$ cat src/rtl/hart_arb_pkg.sv
// Shared encodings and helpers for the hart memory-port arbiter.
package hart_arb_pkg;

  localparam logic [1:0] ST_IDLE  = 2'd0;
  localparam logic [1:0] ST_ISSUE = 2'd1;
  localparam logic [1:0] ST_WAIT  = 2'd2;
  localparam logic [1:0] ST_HOLD  = 2'd3;

  typedef struct packed {
    logic [31:0] addr;
    logic [31:0] wdata;
    logic        we;
    logic [2:0]  ctrl;
  } mem_cmd_t;

  function automatic int hart_id_w(input int n_harts);
    return $clog2(n_harts);
  endfunction

  function automatic int wrap_add(input int base, input int off, input int n);
    int s;
    s = base + off;
    return (s >= n) ? s - n : s;
  endfunction

endpackage

$ cat src/rtl/hart_rr_pick.sv
// Rotate-priority pick: first eligible hart at or after ptr_i, wrapping.
module hart_rr_pick
  import hart_arb_pkg::*;
#(
  parameter int N_HARTS = 2,
  localparam int IW = hart_id_w(N_HARTS)
) (
  input  logic [N_HARTS-1:0] elig_i,
  input  logic [IW-1:0]      ptr_i,
  output logic               valid_o,
  output logic [IW-1:0]      idx_o
);

  logic [IW-1:0] cand;

  // Walk from the farthest offset down so the nearest eligible hart wins.
  always_comb begin
    valid_o = 1'b0;
    idx_o   = '0;
    cand    = '0;
    for (int i = N_HARTS - 1; i >= 0; i--) begin
      cand = IW'(wrap_add(int'(ptr_i), i, N_HARTS));
      if (elig_i[cand]) begin
        valid_o = 1'b1;
        idx_o   = cand;
      end
    end
  end

endmodule

$ cat src/rtl/hart_mem_arbiter.sv
// Round-robin arbiter sharing one memory-controller port among harts.
// States: IDLE pick | ISSUE strobe controller | WAIT for done | HOLD locked grant.
module hart_mem_arbiter
  import hart_arb_pkg::*;
#(
  parameter int N_HARTS      = 2,
  parameter int LOCK_TIMEOUT = 16,
  localparam int IW = hart_id_w(N_HARTS)
) (
  input  logic                 CLK,
  input  logic                 RST,
  input  logic [N_HARTS-1:0]   w_req,
  input  logic [N_HARTS-1:0]   w_lock,
  input  logic [N_HARTS*32-1:0] w_addr,
  input  logic [N_HARTS*32-1:0] w_wdata,
  input  logic [N_HARTS-1:0]   w_we,
  input  logic [N_HARTS*3-1:0] w_ctrl,
  output logic [N_HARTS-1:0]   w_ack,
  output logic [31:0]          w_rdata,
  output logic [IW-1:0]        w_grant_id,
  output logic                 w_arb_busy,
  output logic                 w_mem_req,
  output logic [31:0]          w_mem_addr,
  output logic [31:0]          w_mem_wdata,
  output logic                 w_mem_we,
  output logic [2:0]           w_mem_ctrl,
  input  logic                 w_mem_done,
  input  logic [31:0]          w_mem_rdata
);

  localparam int CW = $clog2(LOCK_TIMEOUT + 1);
  localparam logic [CW-1:0] CNT_LAST  = CW'(LOCK_TIMEOUT - 1);
  localparam logic [IW-1:0] LAST_HART = IW'(N_HARTS - 1);
  localparam logic [N_HARTS-1:0] ACK_ONE = N_HARTS'(1);

  logic [1:0]         state_q, state_d;
  logic [IW-1:0]      ptr_q, ptr_d;
  logic [IW-1:0]      grant_q, grant_d;
  logic [CW-1:0]      lock_cnt_q, lock_cnt_d;
  logic [N_HARTS-1:0] ack_q, ack_d;
  logic [31:0]        rdata_q, rdata_d;
  mem_cmd_t           cmd_q, cmd_d;

  logic [N_HARTS-1:0] elig;
  logic               pick_valid;
  logic [IW-1:0]      pick_idx;
  logic [IW-1:0]      grant_next;
  mem_cmd_t           hart_cmd [N_HARTS];

  // A hart whose ack is high still shows its old request; keep it out.
  assign elig = w_req & ~ack_q;

  for (genvar g = 0; g < N_HARTS; g++) begin : g_cmd
    assign hart_cmd[g] = {w_addr[32*g +: 32], w_wdata[32*g +: 32], w_we[g], w_ctrl[3*g +: 3]};
  end

  hart_rr_pick #(.N_HARTS(N_HARTS)) u_pick (
    .elig_i  (elig),
    .ptr_i   (ptr_q),
    .valid_o (pick_valid),
    .idx_o   (pick_idx)
  );

  assign grant_next = (grant_q == LAST_HART) ? '0 : grant_q + 1'b1;

  always_comb begin
    state_d    = state_q;
    ptr_d      = ptr_q;
    grant_d    = grant_q;
    lock_cnt_d = lock_cnt_q;
    ack_d      = '0;
    rdata_d    = rdata_q;
    cmd_d      = cmd_q;
    case (state_q)
      ST_IDLE: begin
        if (pick_valid) begin
          grant_d = pick_idx;
          cmd_d   = hart_cmd[pick_idx];
          state_d = ST_ISSUE;
        end
      end
      ST_ISSUE: state_d = ST_WAIT;
      ST_WAIT: begin
        if (w_mem_done) begin
          rdata_d    = w_mem_rdata;
          ack_d      = ACK_ONE << grant_q;
          lock_cnt_d = '0;
          if (w_lock[grant_q]) begin
            state_d = ST_HOLD;
          end else begin
            ptr_d   = grant_next;
            state_d = ST_IDLE;
          end
        end
      end
      ST_HOLD: begin
        lock_cnt_d = lock_cnt_q + 1'b1;
        if (elig[grant_q]) begin
          cmd_d   = hart_cmd[grant_q];
          state_d = ST_ISSUE;
        end else if (!w_lock[grant_q] || lock_cnt_q == CNT_LAST) begin
          ptr_d   = grant_next;
          state_d = ST_IDLE;
        end
      end
      default: state_d = ST_IDLE;
    endcase
  end

  always_ff @(posedge CLK or posedge RST) begin
    if (RST) begin
      state_q    <= ST_IDLE;
      ptr_q      <= '0;
      grant_q    <= '0;
      lock_cnt_q <= '0;
      ack_q      <= '0;
      rdata_q    <= '0;
      cmd_q      <= '0;
    end else begin
      state_q    <= state_d;
      ptr_q      <= ptr_d;
      grant_q    <= grant_d;
      lock_cnt_q <= lock_cnt_d;
      ack_q      <= ack_d;
      rdata_q    <= rdata_d;
      cmd_q      <= cmd_d;
    end
  end

  assign w_ack       = ack_q;
  assign w_rdata     = rdata_q;
  assign w_grant_id  = grant_q;
  assign w_arb_busy  = (state_q != ST_IDLE);
  assign w_mem_req   = (state_q == ST_ISSUE);
  assign w_mem_addr  = cmd_q.addr;
  assign w_mem_wdata = cmd_q.wdata;
  assign w_mem_we    = cmd_q.we;
  assign w_mem_ctrl  = cmd_q.ctrl;

endmodule

$ cat config.mk
export PLATFORM = sky130hd
export DESIGN_NAME = hart_mem_arbiter
export DESIGN_NICKNAME = d
export VERILOG_FILES = /design/src/rtl/hart_arb_pkg.sv /design/src/rtl/hart_rr_pick.sv /design/src/rtl/hart_mem_arbiter.sv
export SDC_FILE = /design/constraint.sdc
export NUM_CORES = 1
export LEC_CHECK = 0
export BUFFER_PORTS_ARGS = -buffer_cell sky130_fd_sc_hd__buf_2
export CAP_MARGIN = 10
export CORE_MARGIN = 5
export CORE_UTILIZATION = 35
export CTS_CLUSTER_DIAMETER = 120
export CTS_CLUSTER_SIZE = 28
export DETAILED_ROUTE_END_ITERATION = 7
export PLACE_DENSITY = 0.75
export SKIP_CTS_REPAIR_TIMING = 1
export SYNTH_ARGS = -nofsm -noshare
export SYNTH_HDL_FRONTEND = slang
export SYNTH_HIERARCHICAL = 1
export SYNTH_SLANG_ARGS = --single-unit
$ cat constraint.sdc
create_clock -name CLK -period 8 [get_ports CLK]
set_input_delay 1.2 -clock CLK [delete_from_list [all_inputs] [get_ports CLK]]
set_output_delay 1.2 -clock CLK [all_outputs]
set_load 0.02 [all_outputs]
==> results.ini, run 1 <==
[cts]
path_clk_slew_ns=0.07
cts_max_level=3
clkSinkCount=111
cts_tree=built
cts_buffers=9
cts-root-buf=clkbuf_16
cts_buffer_depth=2
insertion_delay_ns=0.35

[critical_path]
endpoint_kind=flip-flop
cp_cell_sequence=buf_2 -> nor2b_1 -> a21boi_1 -> mux2i_4 -> buf_4 -> mux2_2 -> mux2_2
slowest_delay_ns=0.69
cp_top_family=multiplexers
cp_slowest_cell=buf_4
critical_path_class=primary input to flip-flop
crit_required_ns=8.23
cp_common_cell=mux2_2
start_kind=primary input
r2r_slack_ns=5.49
path_max_fanout=68
worstPathArrival_ns=3.18
cp.buffers_inverters=2

[sta]
fmax_mhz=339
worst_clock_skew_ns=0.00862
tns_ns=0
hold_viol=0
timing.slew.headroom_pct=39.5
fin_crit_sh_pct=36.8
maxSlewViolCount=0
min_period_ns=2.95
rsz0062_at_grt=no
finalSetupViolations=0
tightest_slew_ns=0.908
hold_ws_ns=0.500

[routing]
drc=0
ant_nets=0
wirelength_um=13000
post_drt_wl_per_cell_um=15.9
drtIter0Drc=126
routed_via_density=4.69
vias=3817
firstDrtPassIters=4

[synth]
syn_inst=350
post_synth.cell_area_avg_um2=14.8
seq_area_frac_synth_pct=53.8
synthesis.area_mm2=0.00517
synth_flop_cell=dfrtp_1
yosys_warnings=6
synth_edf_count=0
netlist.area_leader.share_pct=53.8
synth.area.top_cells=dfrtp_1 54%, mux2_2 32%, mux2_4 2.6%
yosys.area.top_type=dfrtp_1
synth-seq-cells=111
synth_nets=527
synthDistinctLibCells=32
async_flop_share_pct=100

[grt]
grt_pass1_wl_um=21200
antenna_found_initial=0
grt_max_degree=69
grt-ovfl-total=0
grt_usage_pct=14.8
grt_pass1_vias=4326

[flow_run]
max_cap_violations=0

[pwr]
power.density_mw_per_mm2=424
swShare_pct=39.0
ir_drop_uv=171
clockPowerShare_pct=15.3
p_switching_mw=1.16
combPwrFrac_pct=50.7
pwr-share-seq_pct=34.0
power_leakage_nw=3.48
p_int_mw=1.81

[placed_design]
dp.cells=797
numPortBuffers=279
gp_congestion=0.780
hpwl_um=10000
place_area_mm2=0.00671

[cells_and_area]
nets=801
fin_cells=813
drive_above_1_share_pct=73.4
design_area_mm2=0.00702
antenna_cells=0
area_growth_syn_to_layout_pct=35.8
mostFrequentLayoutCell=buf_2
final_cell_mix=279 x buf_2, 148 x mux2_2, 111 x dfrtp_1
final_core_util_pct=48.5

[status]
status=finished clean

[die]
fp-row-count=44
core_area_mm2=0.0145
die_area_mm2=0.0173
die_x_um=131
die_h_um=131
io_pins=280
start_util_pct=35.7

[worst_hold_path]
hold_path.class=flip-flop to flip-flop

cell usage after synthesis, types with 2 or more instances:
| cell type | n |
|---|---|
| nor2_1 | 2 |
| buf_6 | 5 |
| dfrtp_1 | 111 |
| nand2_1 | 5 |
| mux2_4 | 9 |
| buf_2 | 11 |
| mux2i_1 | 2 |
| mux2_1 | 12 |
| nand3b_1 | 2 |
| ha_1 | 2 |
| buf_4 | 2 |
| inv_1 | 5 |
| clkbuf_1 | 2 |
| xor2_1 | 2 |
| o21ai_0 | 5 |
| nand3_1 | 7 |
| nor2b_1 | 4 |
| mux2_2 | 148 |
kinds of logic after synthesis:
logic type               after synthesis  share of synthesized area (%)
AO/OA/AOI/OAI                         13                           1.74
XOR/XNOR                               2                          0.339
adder cells (fa/ha/maj)                2                          0.484
buffers and inverters                 25                           2.95
flip-flops                           111                           53.8
multiplexers                         171                           37.9
AND/OR/NAND/NOR                       26                           2.83
worst paths after layout:
path / start / endpoint / cells past startpoint
max: w_req[1] / w_mem_addr[19] / 7
max in group asynchronous: RST / w_mem_addr[4] / 3
min in group asynchronous: RST / w_mem_addr[23] / 2
min: w_mem_wdata[8] / w_mem_wdata[8] / 1
min reg2reg: w_mem_wdata[8] / w_mem_wdata[8] / 1
max reg2reg: state_q[0] / w_mem_addr[19] / 5
registers in the layout, indices dropped and copies added, names as in the netlist:
name	flops
lock_cnt_q	5
ptr_q	1
state_q	2
w_ack	2
w_grant_id	1
w_mem_addr	32
w_mem_ctrl	3
w_mem_wdata	32
w_mem_we	1
w_rdata	32
metrics by stage:
stage               power, mW  setup WS (ns)
floorplan                2.10           3.87
global placement         2.50           4.78
detailed placement       2.56           4.67
CTS                      3.03           5.04
global route             3.16           4.96
finish                   2.97           5.05
layout make-up:
class                   instances  area, µm²
clock buffers                   9        225
clock inverters                 7       77.6
fillers                      1303       7460
inverters                       5       21.3
multi-input cells             214       2260
flip-flops and latches        111       2780
well taps                     184        230
repair buffers                283       1430
per-layer routing:
metal,GRT usage (%),share of wire (%)
met5,0,0
met2,26.3,52
met1,15.7,36
met3,5.70,9.5
met4,5.77,2.1
power groups by stage:
stage               Combinational, mW  Sequential [mW]  Clock, mW
global route                     1.62             1.05      0.495
detailed placement               1.54             1.02          0
global placement                 1.49             1.01          0
CTS                              1.54             1.02      0.473
finish                           1.51             1.01      0.454
floorplan                       0.779             1.32          0
Power figures use the tool's default switching activity.
==> run 2: changes to the inputs <==
- clock period: 8 -> 3 ns (I/O delays scaled with it)
==> results.ini, run 2 (same netlist as run 1, synthesis figures left out) <==
[cells_and_area]
final_core_util_pct=48.9  ; was 48.5%
drive_above_1_share_pct=73.4  ; unchanged
nets=801  ; unchanged
final_cell_mix=279 x buf_2, 148 x mux2_2, 111 x dfrtp_1  ; unchanged
fin_cells=814  ; was 813
design_area_mm2=0.00708  ; was 0.00702 mm²
mostFrequentLayoutCell=buf_2  ; unchanged
area_growth_syn_to_layout_pct=37.1  ; was 35.8%

[critical_path]
path_max_fanout=68  ; unchanged
start_kind=flip-flop  ; was primary input
endpoint_kind=flip-flop  ; unchanged
worstPathArrival_ns=2.36  ; was 3.18 ns
regToRegEndpoint=w_mem_wdata[29]  ; was w_mem_addr[19]
rr_worst_depth=5  ; unchanged
reg2reg_from=state_q[0]  ; unchanged
r2r_slack_ns=0.87  ; was 5.49 ns
critical_path_class=flip-flop to flip-flop  ; was primary input to flip-flop
crit_required_ns=3.23  ; was 8.23 ns

[sta]
fin_crit_sh_pct=71.0
rsz0062_at_grt=no  ; unchanged
finalSetupViolations=0  ; unchanged
tns_ns=0  ; unchanged
maxSlewViolCount=0  ; unchanged
tightest_slew_ns=0.581  ; was 0.908 ns
hold_viol=0  ; unchanged
timing.slew.headroom_pct=61.3  ; was 39.5%
min_period_ns=2.13
worst_clock_skew_ns=0.0111  ; was 0.00862 ns
fmax_mhz=470

[pwr]
pwr-share-seq_pct=33.5  ; was 34.0%
clockPowerShare_pct=16.2  ; was 15.3%
p_switching_mw=3.12  ; was 1.16 mW
power_leakage_nw=3.50  ; was 3.48 nW
power_mw=8.07  ; was 2.97 mW
power.density_mw_per_mm2=1140  ; was 424 mW/mm²
combPwrFrac_pct=50.3  ; was 50.7%
ir_drop_uv=530  ; was 171 µV
p_int_mw=4.95  ; was 1.81 mW
swShare_pct=38.6  ; was 39.0%

[die]
start_util_pct=35.7  ; unchanged
io_pins=280  ; unchanged
core_area_mm2=0.0145  ; unchanged
die_x_um=131  ; unchanged
die_h_um=131  ; unchanged
fp-row-count=44  ; unchanged
die_area_mm2=0.0173  ; unchanged

[grt]
grt_pass1_wl_um=21100  ; was 21200 µm
antenna_found_initial=1  ; was 0
grt_usage_pct=14.6  ; was 14.8%
grt_pass1_vias=4312  ; was 4326
grt-ovfl-total=0  ; unchanged
grt_max_degree=112  ; was 69

[cts]
cts_buffers=9  ; unchanged
cts_buffer_depth=2  ; unchanged
cts-root-buf=clkbuf_16  ; unchanged
insertion_delay_ns=0.35  ; about the same
path_clk_slew_ns=0.08  ; was 0.07 ns
cts_tree=built  ; unchanged
clkSinkCount=111  ; unchanged
cts_max_level=3  ; unchanged

[worst_hold_path]
hold_path.class=primary input to async pin  ; was flip-flop to flip-flop

[routing]
routed_via_density=4.75  ; was 4.69
post_drt_wl_per_cell_um=15.9  ; about the same
top_layer=met5  ; was met4
drc=0  ; unchanged
vias=3868  ; was 3817
firstDrtPassIters=4  ; unchanged
wirelength_um=12900  ; was 13000 µm
met1_length_um=4710  ; was 4660 µm
ant_nets=0  ; unchanged
drtIter0Drc=126  ; unchanged
met2_length_um=6610  ; was 6790 µm
dr_wl_met3_um=1290  ; was 1230 µm

[status]
status=finished clean  ; unchanged

[placed_design]
numPortBuffers=279  ; unchanged
hpwl_um=9790  ; was 10000 µm
place_area_mm2=0.00675  ; was 0.00671 mm²
dp.cells=797  ; unchanged
gp_congestion=0.784  ; was 0.780

[flow_run]
max_cap_violations=0  ; unchanged

## run 2: per-layer routing
metal	GRT usage, %	vias up
li1	-	1795
met1	15.8	1870
met2	25.3	177
met3	5.96	24
met4	5.94	2
met5	0	-
## run 2: cell type report
class | instances | area (µm²)
Fill cell | 1275 | 7390
Sequential cell | 111 | 2780
Multi-Input combinational cell | 214 | 2260
Timing Repair Buffer | 283 | 1460
Tap cell | 184 | 230
Clock buffer | 9 | 225
Clock inverter | 7 | 105
Inverter | 5 | 22.5
Antenna cell | 1 | 2.50
## run 2: critical path, cell delays in order, from the launching register on
cell	delay [ns]
dfrtp_1	0.52
nand2_4	0.19
mux2i_4	0.27
buf_12	0.34
mux2_2	0.39
mux2_2	0.26
## run 2: metrics by stage
step	hold WS, ns	setup WS [ns]
after global routing	0.313	0.782
after global placement	0.482	0.872
after detailed placement	0.489	0.810
after CTS	0.288	0.870
final	0.268	0.871
after floorplan	0.469	1.00
## run 2: power by group through the flow
stage / combinational (mW) / sequential [mW] / clock, mW
after floorplan: 2.08 / 3.53 / 0
after global placement: 4.00 / 2.69 / 0
after detailed placement: 4.13 / 2.73 / 0
after CTS: 4.14 / 2.71 / 1.36
after global routing: 4.35 / 2.80 / 1.42
final: 4.06 / 2.70 / 1.31
## run 2: worst max-delay path by stage
stage,start,end,slack [ns],depth (start not counted)
after floorplan,w_req[1],w_mem_ctrl[0],1.0,7
after global placement,w_req[1],w_mem_addr[31],0.87,7
after detailed placement,w_req[1],w_mem_wdata[29],0.81,7
after CTS,state_q[0],w_mem_wdata[29],0.87,5
after global routing,state_q[0],w_mem_addr[25],0.78,5
final,state_q[0],w_mem_wdata[29],0.87,5
